**src/rtl/wordcell_array_ctrl_pkg.sv**
```systemverilog
// Shared types and constants for the word-array controller.
// Latency: n/a (types only).
// Backpressure: n/a.
package wordctrl_pkg;

    // Access sequence seen by the latch array.
    typedef enum logic [1:0] {
        IDLE   = 2'd0,
        SETUP  = 2'd1,
        STROBE = 2'd2,
        HOLD   = 2'd3
    } wordctrl_state_e;

    localparam int   NUM_PORTS = 2;
    localparam logic OP_READ   = 1'b0;
    localparam logic OP_WRITE  = 1'b1;

endpackage

```
**src/rtl/wordcell_array_ctrl_if.sv**
```systemverilog
// Requester handshakes plus raw latch-array bus of the word-array controller.
// Latency: n/a (wiring only).
// Backpressure: reqN_ready qualifies reqN_valid; responses and array bus have none.
interface wordcell_array_ctrl_if #(
    parameter int NUM_WORDS = 8,
    parameter int ADDR_W    = 3,
    parameter int DATA_W    = 8
) ();
    logic              req0_valid;
    logic              req0_write;
    logic [ADDR_W-1:0] req0_addr;
    logic [DATA_W-1:0] req0_wdata;
    logic              req0_ready;
    logic              req1_valid;
    logic              req1_write;
    logic [ADDR_W-1:0] req1_addr;
    logic [DATA_W-1:0] req1_wdata;
    logic              req1_ready;

    logic              rsp0_valid;
    logic [DATA_W-1:0] rsp0_rdata;
    logic              rsp1_valid;
    logic [DATA_W-1:0] rsp1_rdata;

    logic                 mem_op;
    logic [NUM_WORDS-1:0] mem_sel;
    logic [DATA_W-1:0]    mem_in_bus;
    logic [DATA_W-1:0]    mem_out_bus;

    // Controller side.
    modport slave (
        input  req0_valid, req0_write, req0_addr, req0_wdata,
        input  req1_valid, req1_write, req1_addr, req1_wdata,
        output req0_ready, req1_ready,
        output rsp0_valid, rsp0_rdata, rsp1_valid, rsp1_rdata,
        output mem_op, mem_sel, mem_in_bus,
        input  mem_out_bus
    );

    // Requester / array side.
    modport master (
        output req0_valid, req0_write, req0_addr, req0_wdata,
        output req1_valid, req1_write, req1_addr, req1_wdata,
        input  req0_ready, req1_ready,
        input  rsp0_valid, rsp0_rdata, rsp1_valid, rsp1_rdata,
        input  mem_op, mem_sel, mem_in_bus,
        output mem_out_bus
    );

endinterface

```
**src/rtl/wordcell_array_ctrl_arbiter.sv**
```systemverilog
// Two-way request arbiter; round-robin when WORDCTRL_RR_EN is defined, else port 0 fixed priority.
// Latency: combinational grant; round-robin pointer updates on the handshake edge.
// Backpressure: grant is only a selection, the caller qualifies it into ready.
module wordctrl_arbiter
    import wordctrl_pkg::*;
(
    input  logic                 clk,
    input  logic                 rst,
    input  logic [NUM_PORTS-1:0] valid,
    input  logic                 handshake,
    output logic [NUM_PORTS-1:0] grant
);

`ifdef WORDCTRL_RR_EN
    logic last_grant;   // 1 = port 1 won the most recent handshake

    // Remember the winner of each handshake; reset favours port 0 next.
    always_ff @(posedge clk) begin
        if (rst) begin
            last_grant <= 1'b1;
        end else if (handshake) begin
            last_grant <= grant[1];
        end
    end

    // On contention the port that did not win last time goes first.
    always_comb begin
        grant = valid;
        if (valid == 2'b11) begin
            grant = last_grant ? 2'b01 : 2'b10;
        end
    end
`else
    logic unused_arb_inputs;
    assign unused_arb_inputs = ^{clk, rst, handshake};

    // Port 0 always wins; port 1 only when port 0 is quiet.
    always_comb begin
        grant = valid;
        if (valid[0]) begin
            grant = 2'b01;
        end
    end
`endif

endmodule

```
**src/rtl/wordcell_array_ctrl.sv**
```systemverilog
// Arbitrates two requesters onto a NAND-latch word array using setup/strobe/hold sequencing.
// Latency: response pulse 2+STROBE_CYCLES cycles after the accept cycle; next accept one cycle later.
// Backpressure: ready only in IDLE for the granted port; responses are not back-pressured.
// Build option WORDCTRL_RR_EN selects round-robin arbitration (default: port 0 fixed priority).
module wordcell_array_ctrl
    import wordctrl_pkg::*;
#(
    parameter int NUM_WORDS     = 8,
    parameter int ADDR_W        = 3,
    parameter int DATA_W        = 8,
    parameter int STROBE_CYCLES = 1
) (
    input  logic                 clk,
    input  logic                 rst,
    wordcell_array_ctrl_if.slave bus
);

    wordctrl_state_e state_q, state_d;

    logic [1:0]           cnt_q;
    logic                 cnt_last;
    logic                 op_q, op_d;
    logic [ADDR_W-1:0]    addr_q, addr_d;
    logic [DATA_W-1:0]    wdata_q, wdata_d;
    logic                 port_q;
    logic [DATA_W-1:0]    rdata_q;
    logic                 rsp_vld_q;
    logic                 mem_op_q;
    logic [NUM_WORDS-1:0] mem_sel_q;
    logic [DATA_W-1:0]    mem_in_q;

    logic [NUM_PORTS-1:0] valid_vec;
    logic [NUM_PORTS-1:0] grant;
    logic                 accept;
    logic                 handshake;
    logic                 req_write;
    logic [ADDR_W-1:0]    req_addr;
    logic [DATA_W-1:0]    req_wdata;
    logic                 in_range;
    logic [NUM_WORDS-1:0] sel_dec;
    logic                 rsp0_vld;
    logic                 rsp1_vld;

    assign valid_vec = {bus.req1_valid, bus.req0_valid};
    // Ready is withheld while reset is asserted so nothing is accepted into a state being cleared.
    assign accept    = (state_q == IDLE) && !rst;
    assign handshake = accept && (|valid_vec);

    assign bus.req0_ready = accept & grant[0];
    assign bus.req1_ready = accept & grant[1];

    wordctrl_arbiter u_arb (
        .clk       (clk),
        .rst       (rst),
        .valid     (valid_vec),
        .handshake (handshake),
        .grant     (grant)
    );

    // Out-of-range addresses run the full sequence with no word selected.
    assign in_range = (int'(addr_q) < NUM_WORDS);
    assign sel_dec  = in_range ? (NUM_WORDS'(1) << addr_q) : '0;
    assign cnt_last = (cnt_q == 2'(STROBE_CYCLES - 1));

    // Steer the granted port's request fields.
    always_comb begin
        req_write = bus.req0_write;
        req_addr  = bus.req0_addr;
        req_wdata = bus.req0_wdata;
        if (grant[1]) begin
            req_write = bus.req1_write;
            req_addr  = bus.req1_addr;
            req_wdata = bus.req1_wdata;
        end
    end

    // Sequence next state and capture of the accepted request.
    always_comb begin
        state_d = state_q;
        op_d    = op_q;
        addr_d  = addr_q;
        wdata_d = wdata_q;
        case (state_q)
            IDLE: begin
                if (handshake) begin
                    state_d = SETUP;
                    op_d    = req_write;
                    addr_d  = req_addr;
                    wdata_d = req_wdata;
                end
            end
            SETUP:   state_d = STROBE;
            STROBE:  if (cnt_last) state_d = HOLD;
            HOLD:    state_d = IDLE;
            default: state_d = IDLE;
        endcase
    end

    // State, request registers and strobe counter; reset drops any in-flight access.
    always_ff @(posedge clk) begin
        if (rst) begin
            state_q <= IDLE;
            cnt_q   <= '0;
            op_q    <= OP_READ;
            addr_q  <= '0;
            wdata_q <= '0;
            port_q  <= 1'b0;
        end else begin
            state_q <= state_d;
            op_q    <= op_d;
            addr_q  <= addr_d;
            wdata_q <= wdata_d;
            if (handshake) begin
                port_q <= grant[1];
            end
            cnt_q <= (state_q == STROBE && !cnt_last) ? cnt_q + 2'd1 : 2'd0;
        end
    end

    // Array drive is registered from the next state, so select only ever rises a cycle after op/data settle.
    always_ff @(posedge clk) begin
        if (rst) begin
            mem_op_q  <= OP_READ;
            mem_in_q  <= '0;
            mem_sel_q <= '0;
        end else begin
            mem_op_q  <= (state_d != IDLE) ? op_d : OP_READ;
            mem_in_q  <= (state_d != IDLE) ? wdata_d : '0;
            mem_sel_q <= (state_d == STROBE) ? sel_dec : '0;
        end
    end

    // Read data is sampled on the edge closing the last strobe cycle; the pulse lands in HOLD.
    always_ff @(posedge clk) begin
        if (rst) begin
            rdata_q   <= '0;
            rsp_vld_q <= 1'b0;
        end else begin
            rsp_vld_q <= (state_d == HOLD);
            if (state_q == STROBE && cnt_last) begin
                rdata_q <= (op_q == OP_READ && in_range) ? bus.mem_out_bus : '0;
            end
        end
    end

    assign rsp0_vld = rsp_vld_q && !port_q;
    assign rsp1_vld = rsp_vld_q && port_q;

    assign bus.rsp0_valid = rsp0_vld;
    assign bus.rsp1_valid = rsp1_vld;
    assign bus.rsp0_rdata = rsp0_vld ? rdata_q : '0;
    assign bus.rsp1_rdata = rsp1_vld ? rdata_q : '0;
    assign bus.mem_op     = mem_op_q;
    assign bus.mem_sel    = mem_sel_q;
    assign bus.mem_in_bus = mem_in_q;

endmodule

```
**src/flat_wrapper.sv**
```systemverilog
// flat-port wrapper written by rule: the top's interface ports become plain ports
module wordcell_array_ctrl_flat import wordctrl_pkg::*;
#(
    parameter int NUM_WORDS     = 8,
    parameter int ADDR_W        = 3,
    parameter int DATA_W        = 8,
    parameter int STROBE_CYCLES = 1
)
  (clk, rst, bus_req0_valid, bus_req0_write, bus_req0_addr, bus_req0_wdata, bus_req1_valid, bus_req1_write, bus_req1_addr, bus_req1_wdata, bus_req0_ready, bus_req1_ready, bus_rsp0_valid, bus_rsp0_rdata, bus_rsp1_valid, bus_rsp1_rdata, bus_mem_op, bus_mem_sel, bus_mem_in_bus, bus_mem_out_bus);
  wordcell_array_ctrl_if #(.NUM_WORDS(NUM_WORDS), .ADDR_W(ADDR_W), .DATA_W(DATA_W)) bus_i ();
  input  logic clk;
  input  logic rst;
  input wire logic [$bits(bus_i.req0_valid)-1:0] bus_req0_valid;
  input wire logic [$bits(bus_i.req0_write)-1:0] bus_req0_write;
  input wire logic [$bits(bus_i.req0_addr)-1:0] bus_req0_addr;
  input wire logic [$bits(bus_i.req0_wdata)-1:0] bus_req0_wdata;
  input wire logic [$bits(bus_i.req1_valid)-1:0] bus_req1_valid;
  input wire logic [$bits(bus_i.req1_write)-1:0] bus_req1_write;
  input wire logic [$bits(bus_i.req1_addr)-1:0] bus_req1_addr;
  input wire logic [$bits(bus_i.req1_wdata)-1:0] bus_req1_wdata;
  output wire logic [$bits(bus_i.req0_ready)-1:0] bus_req0_ready;
  output wire logic [$bits(bus_i.req1_ready)-1:0] bus_req1_ready;
  output wire logic [$bits(bus_i.rsp0_valid)-1:0] bus_rsp0_valid;
  output wire logic [$bits(bus_i.rsp0_rdata)-1:0] bus_rsp0_rdata;
  output wire logic [$bits(bus_i.rsp1_valid)-1:0] bus_rsp1_valid;
  output wire logic [$bits(bus_i.rsp1_rdata)-1:0] bus_rsp1_rdata;
  output wire logic [$bits(bus_i.mem_op)-1:0] bus_mem_op;
  output wire logic [$bits(bus_i.mem_sel)-1:0] bus_mem_sel;
  output wire logic [$bits(bus_i.mem_in_bus)-1:0] bus_mem_in_bus;
  input wire logic [$bits(bus_i.mem_out_bus)-1:0] bus_mem_out_bus;
  assign bus_i.req0_valid = bus_req0_valid;
  assign bus_i.req0_write = bus_req0_write;
  assign bus_i.req0_addr = bus_req0_addr;
  assign bus_i.req0_wdata = bus_req0_wdata;
  assign bus_i.req1_valid = bus_req1_valid;
  assign bus_i.req1_write = bus_req1_write;
  assign bus_i.req1_addr = bus_req1_addr;
  assign bus_i.req1_wdata = bus_req1_wdata;
  assign bus_req0_ready = bus_i.req0_ready;
  assign bus_req1_ready = bus_i.req1_ready;
  assign bus_rsp0_valid = bus_i.rsp0_valid;
  assign bus_rsp0_rdata = bus_i.rsp0_rdata;
  assign bus_rsp1_valid = bus_i.rsp1_valid;
  assign bus_rsp1_rdata = bus_i.rsp1_rdata;
  assign bus_mem_op = bus_i.mem_op;
  assign bus_mem_sel = bus_i.mem_sel;
  assign bus_mem_in_bus = bus_i.mem_in_bus;
  assign bus_i.mem_out_bus = bus_mem_out_bus;
  wordcell_array_ctrl #(.NUM_WORDS(NUM_WORDS), .ADDR_W(ADDR_W), .DATA_W(DATA_W), .STROBE_CYCLES(STROBE_CYCLES)) u_core (.clk(clk), .rst(rst), .bus(bus_i));
endmodule
```
**config.mk**
```make
export PLATFORM = sky130hd
export DESIGN_NAME = wordcell_array_ctrl_flat
export DESIGN_NICKNAME = d
export VERILOG_FILES = /design/src/rtl/wordcell_array_ctrl_pkg.sv /design/src/rtl/wordcell_array_ctrl_if.sv /design/src/rtl/wordcell_array_ctrl_arbiter.sv /design/src/rtl/wordcell_array_ctrl.sv /design/src/flat_wrapper.sv
export SDC_FILE = /design/constraint.sdc
export NUM_CORES = 1
export LEC_CHECK = 0
export ABC_AREA = 1
export BUFFER_PORTS_ARGS = -buffer_cell sky130_fd_sc_hd__buf_2
export CORE_MARGIN = 1
export CORE_UTILIZATION = 25
export CTS_BUF_LIST = sky130_fd_sc_hd__clkbuf_8 sky130_fd_sc_hd__clkbuf_16
export CTS_CLUSTER_SIZE = 30
export DETAILED_ROUTE_END_ITERATION = 8
export SETUP_SLACK_MARGIN = 0.1
export SYNTH_ARGS = -nofsm -noshare
export SYNTH_HDL_FRONTEND = slang
export SYNTH_SLANG_ARGS = --single-unit
export TNS_END_PERCENT = 20
```
**constraint.sdc**
```tcl
create_clock -name clk -period 3.6 [get_ports clk]
set_clock_uncertainty 0.15 [all_clocks]
set_input_delay 0.36 -clock clk [delete_from_list [all_inputs] [get_ports clk]]
set_output_delay 0.36 -clock clk [all_outputs]
set_load 0.02 [all_outputs]
```
==> flow_metrics.tcl <==
set metrics [dict create \
    status "finished clean" \
    hold_viol 0 \
    cts_tree "built" \
    initialDrtViolationCount 58 \
    timing.fmax_mhz 500 \
    yosysWarnings 0 \
    grtUsageTotal_pct 11.8 \
    place_hpwl_um 3140 \
    fp.dieH_um 86.7 \
    initial_core_util_pct 26.1 \
    cp-end-kind "flip-flop" \
    antenna_found_initial 0 \
    setup.worst_path.start_class "flip-flop" \
    place_congestion 0.796 \
    fin_cells 407 \
    utilization_pct 33.5 \
    grt_pass1_wl_um 6660 \
    period_needed_ns 2.00 \
    worst_path_dominant_cell_family "simple AND/OR/NAND/NOR gates" \
    grt_pass1_vias 1475 \
    worst-path-buf-inv 1 \
    crit_required_ns 3.62 \
    fin_nets 350 \
    wire_per_inst_um 10.4 \
    crit_type "reg2reg" \
    rows 30 \
    portBuffers 72 \
    drv_cap 0 \
    drv_slew 0 \
    placed_area_mm2 0.00222 \
    vias_per_cell 4.12 \
    syn_inst 239 \
    ir_drop_uv 246 \
    critPathMaxStageDelay_ns 0.42 \
    dr_total_vias 1676 \
    synth_top_cell_area_share_pct 48.0 \
    clk_pin_slew_ns 0.08 \
    cts_hold_buf 0 \
    finalPower_w 0.00157 \
    cts.path.max_buffers 2 \
    p_per_area_mw_per_mm2 681 \
    final_area_mm2 0.00230 \
    core_mm2 0.00687 \
    slowest_stage "nand2_1" \
    slew-limit-headroom_pct 47.1 \
    synth_nets 279 \
    setup-tns-final_ns 0 \
    io_pins 73 \
    synth-seq-cells 43 \
    drt-total-wl_um 4220 \
    detail_route.first_pass.iterations 4 \
    arrival_ns 2.02 \
    cts_max_level 2 \
    rsz0062_at_grt "false" \
    crit_chain "inv_1, ha_1, nand2_1, nand3_1, nand3_2, a21oi_1" \
    synth_top_cell_by_area "dfxtp_1" \
    seq_area_frac_synth_pct 48.0 \
    cp_max_fo 17 \
    period_share_pct 55.5 \
    drive_gt1_share_pct 31.2 \
    grt_max_degree 21 \
    dieArea_mm2 0.00752 \
    ctsResizeCount 0 \
    cts_sinks 43 \
    die_w_um 86.7 \
    syn_area_mm2 0.00179 \
    synth_cell_types 22 \
    cts_setup_buffers 0 \
    clock_latency_ns 0.30 \
    setup-violations-final 0 \
    dp.cells 399 \
    ant_nets 0 \
    avgSynthCellArea_um2 7.51 \
    hold_class "in2reg" \
    drc 0 \
    numCtsBuffers 5 \
    grt-ovfl-total 0 \
    area_growth_pct 28.4 \
    synth_area_leaders "dfxtp_1, nand2_1, nor2_1, inv_1, nand3_1" \
    num-fill-cells 755 \
    p_leak_nw 1.14 \
    worst_slew_pin_slew_ns 0.791 \
    n_antenna_cell 0 \
    cts-root-buf "clkbuf_8" \
]
[registers in the layout, summed over array words and instances (netlist names)]
| signal | flops |
|---|---|
| u_core.bus.mem_in_bus | 8 |
| u_core.rdata_q | 8 |
| u_core.state_q | 2 |
| u_core.bus.mem_op | 1 |
| u_core.port_q | 1 |
| u_core.op_q | 1 |
| u_core.rsp_vld_q | 1 |
| u_core.bus.mem_sel | 8 |
| u_core.cnt_q | 2 |
| u_core.wdata_q | 8 |
| u_core.addr_q | 3 |
[worst min-delay path, stage by stage]
cell and delay [ns]:
buf_2 0.07, nor2_1 0.04, o21ai_1 0.11
[metrics by stage]
step,setup slack [ns],hold WS (ns)
3_3_place_gp,1.53,0.250
3_5_place_dp,1.46,0.268
5_1_grt,1.39,0.171
6_report,1.60,0.167
4_1_cts,1.59,0.171
2_1_floorplan,1.92,0.242
[Yosys cell counts (all sizes together)]
library cell,count
nand3,16
clkbuf,1
buf,7
dfxtp,43
nand2,51
a21oi,17
a211oi,8
clkinv,1
nor2,47
nand3b,1
o21ai,7
inv,36
ha,4
[path summary, 6_finish.rpt]
check | start | end | cells past startpoint | slack, ns
setup reg to reg | u_core.state_q[0] | u_core.bus.mem_op | 6 | 1.60
hold reg to reg | u_core.cnt_q[0] | u_core.cnt_q[0] | 1 | 0.28
setup / recovery | u_core.state_q[0] | u_core.bus.mem_op | 6 | 1.60
hold / removal | bus_req1_addr[0] | u_core.addr_q[0] | 3 | 0.17
[layout by cell type, fill, tap and decap left out]
cell type and instances:
o21ai_0 1, nor2_4 1, nand2_1 49, nand2_2 2, nor2_2 2, ha_1 4
clkinv_1 1, clkbuf_8 5, a211oi_1 8, buf_2 72, nand3_1 15, inv_2 4
inv_1 33, clkinv_2 1, nand3b_1 1, nand3_2 1, clkinvlp_4 1, dfxtp_1 43
a21oi_1 9, nor2_1 44, a21oi_2 8, o21ai_1 6
[cells by family (layout without fill, tap and decap cells)]
family	after synthesis	count (layout)	synth area share (%)
simple gates	115	115	26.6
compound gates	32	32	11.7
flops	43	43	48.0
buf+inv	45	117	10.9
fa+ha+maj	4	4	2.79
[per-layer routing]
metal  global-route usage, %  share of wire [%]  vias to the layer above
li1                        -                  -                      878
met1                    14.6                 48                      734
met2                    18.5                 44                       53
met3                    3.62                6.0                       11
met4                    5.91                2.5                        0
met5                       0                  0                        -
[report_power, final]
group / internal [W] / leakage [nW] / switching, W / total, W
Combinational: 0.000191 / 0.739 / 0.000428 / 0.000619
Sequential: 0.000610 / 0.352 / 0.0000435 / 0.000653
Clock: 0.000133 / 0.0453 / 0.000163 / 0.000296
Total: 0.000934 / 1.14 / 0.000635 / 0.00157
[cell type report]
cell class	instances	area [µm²]	area share [%]
clock buffer	5	68.8	2.99
clock inverter	3	16.3	0.706
sequential	43	861	37.4
timing repair buffer	72	360	15.6
multi-input combinational	151	738	32.0
inverter	37	139	6.03
tap	96	120	5.21
Power figures use the tool's default switching activity.
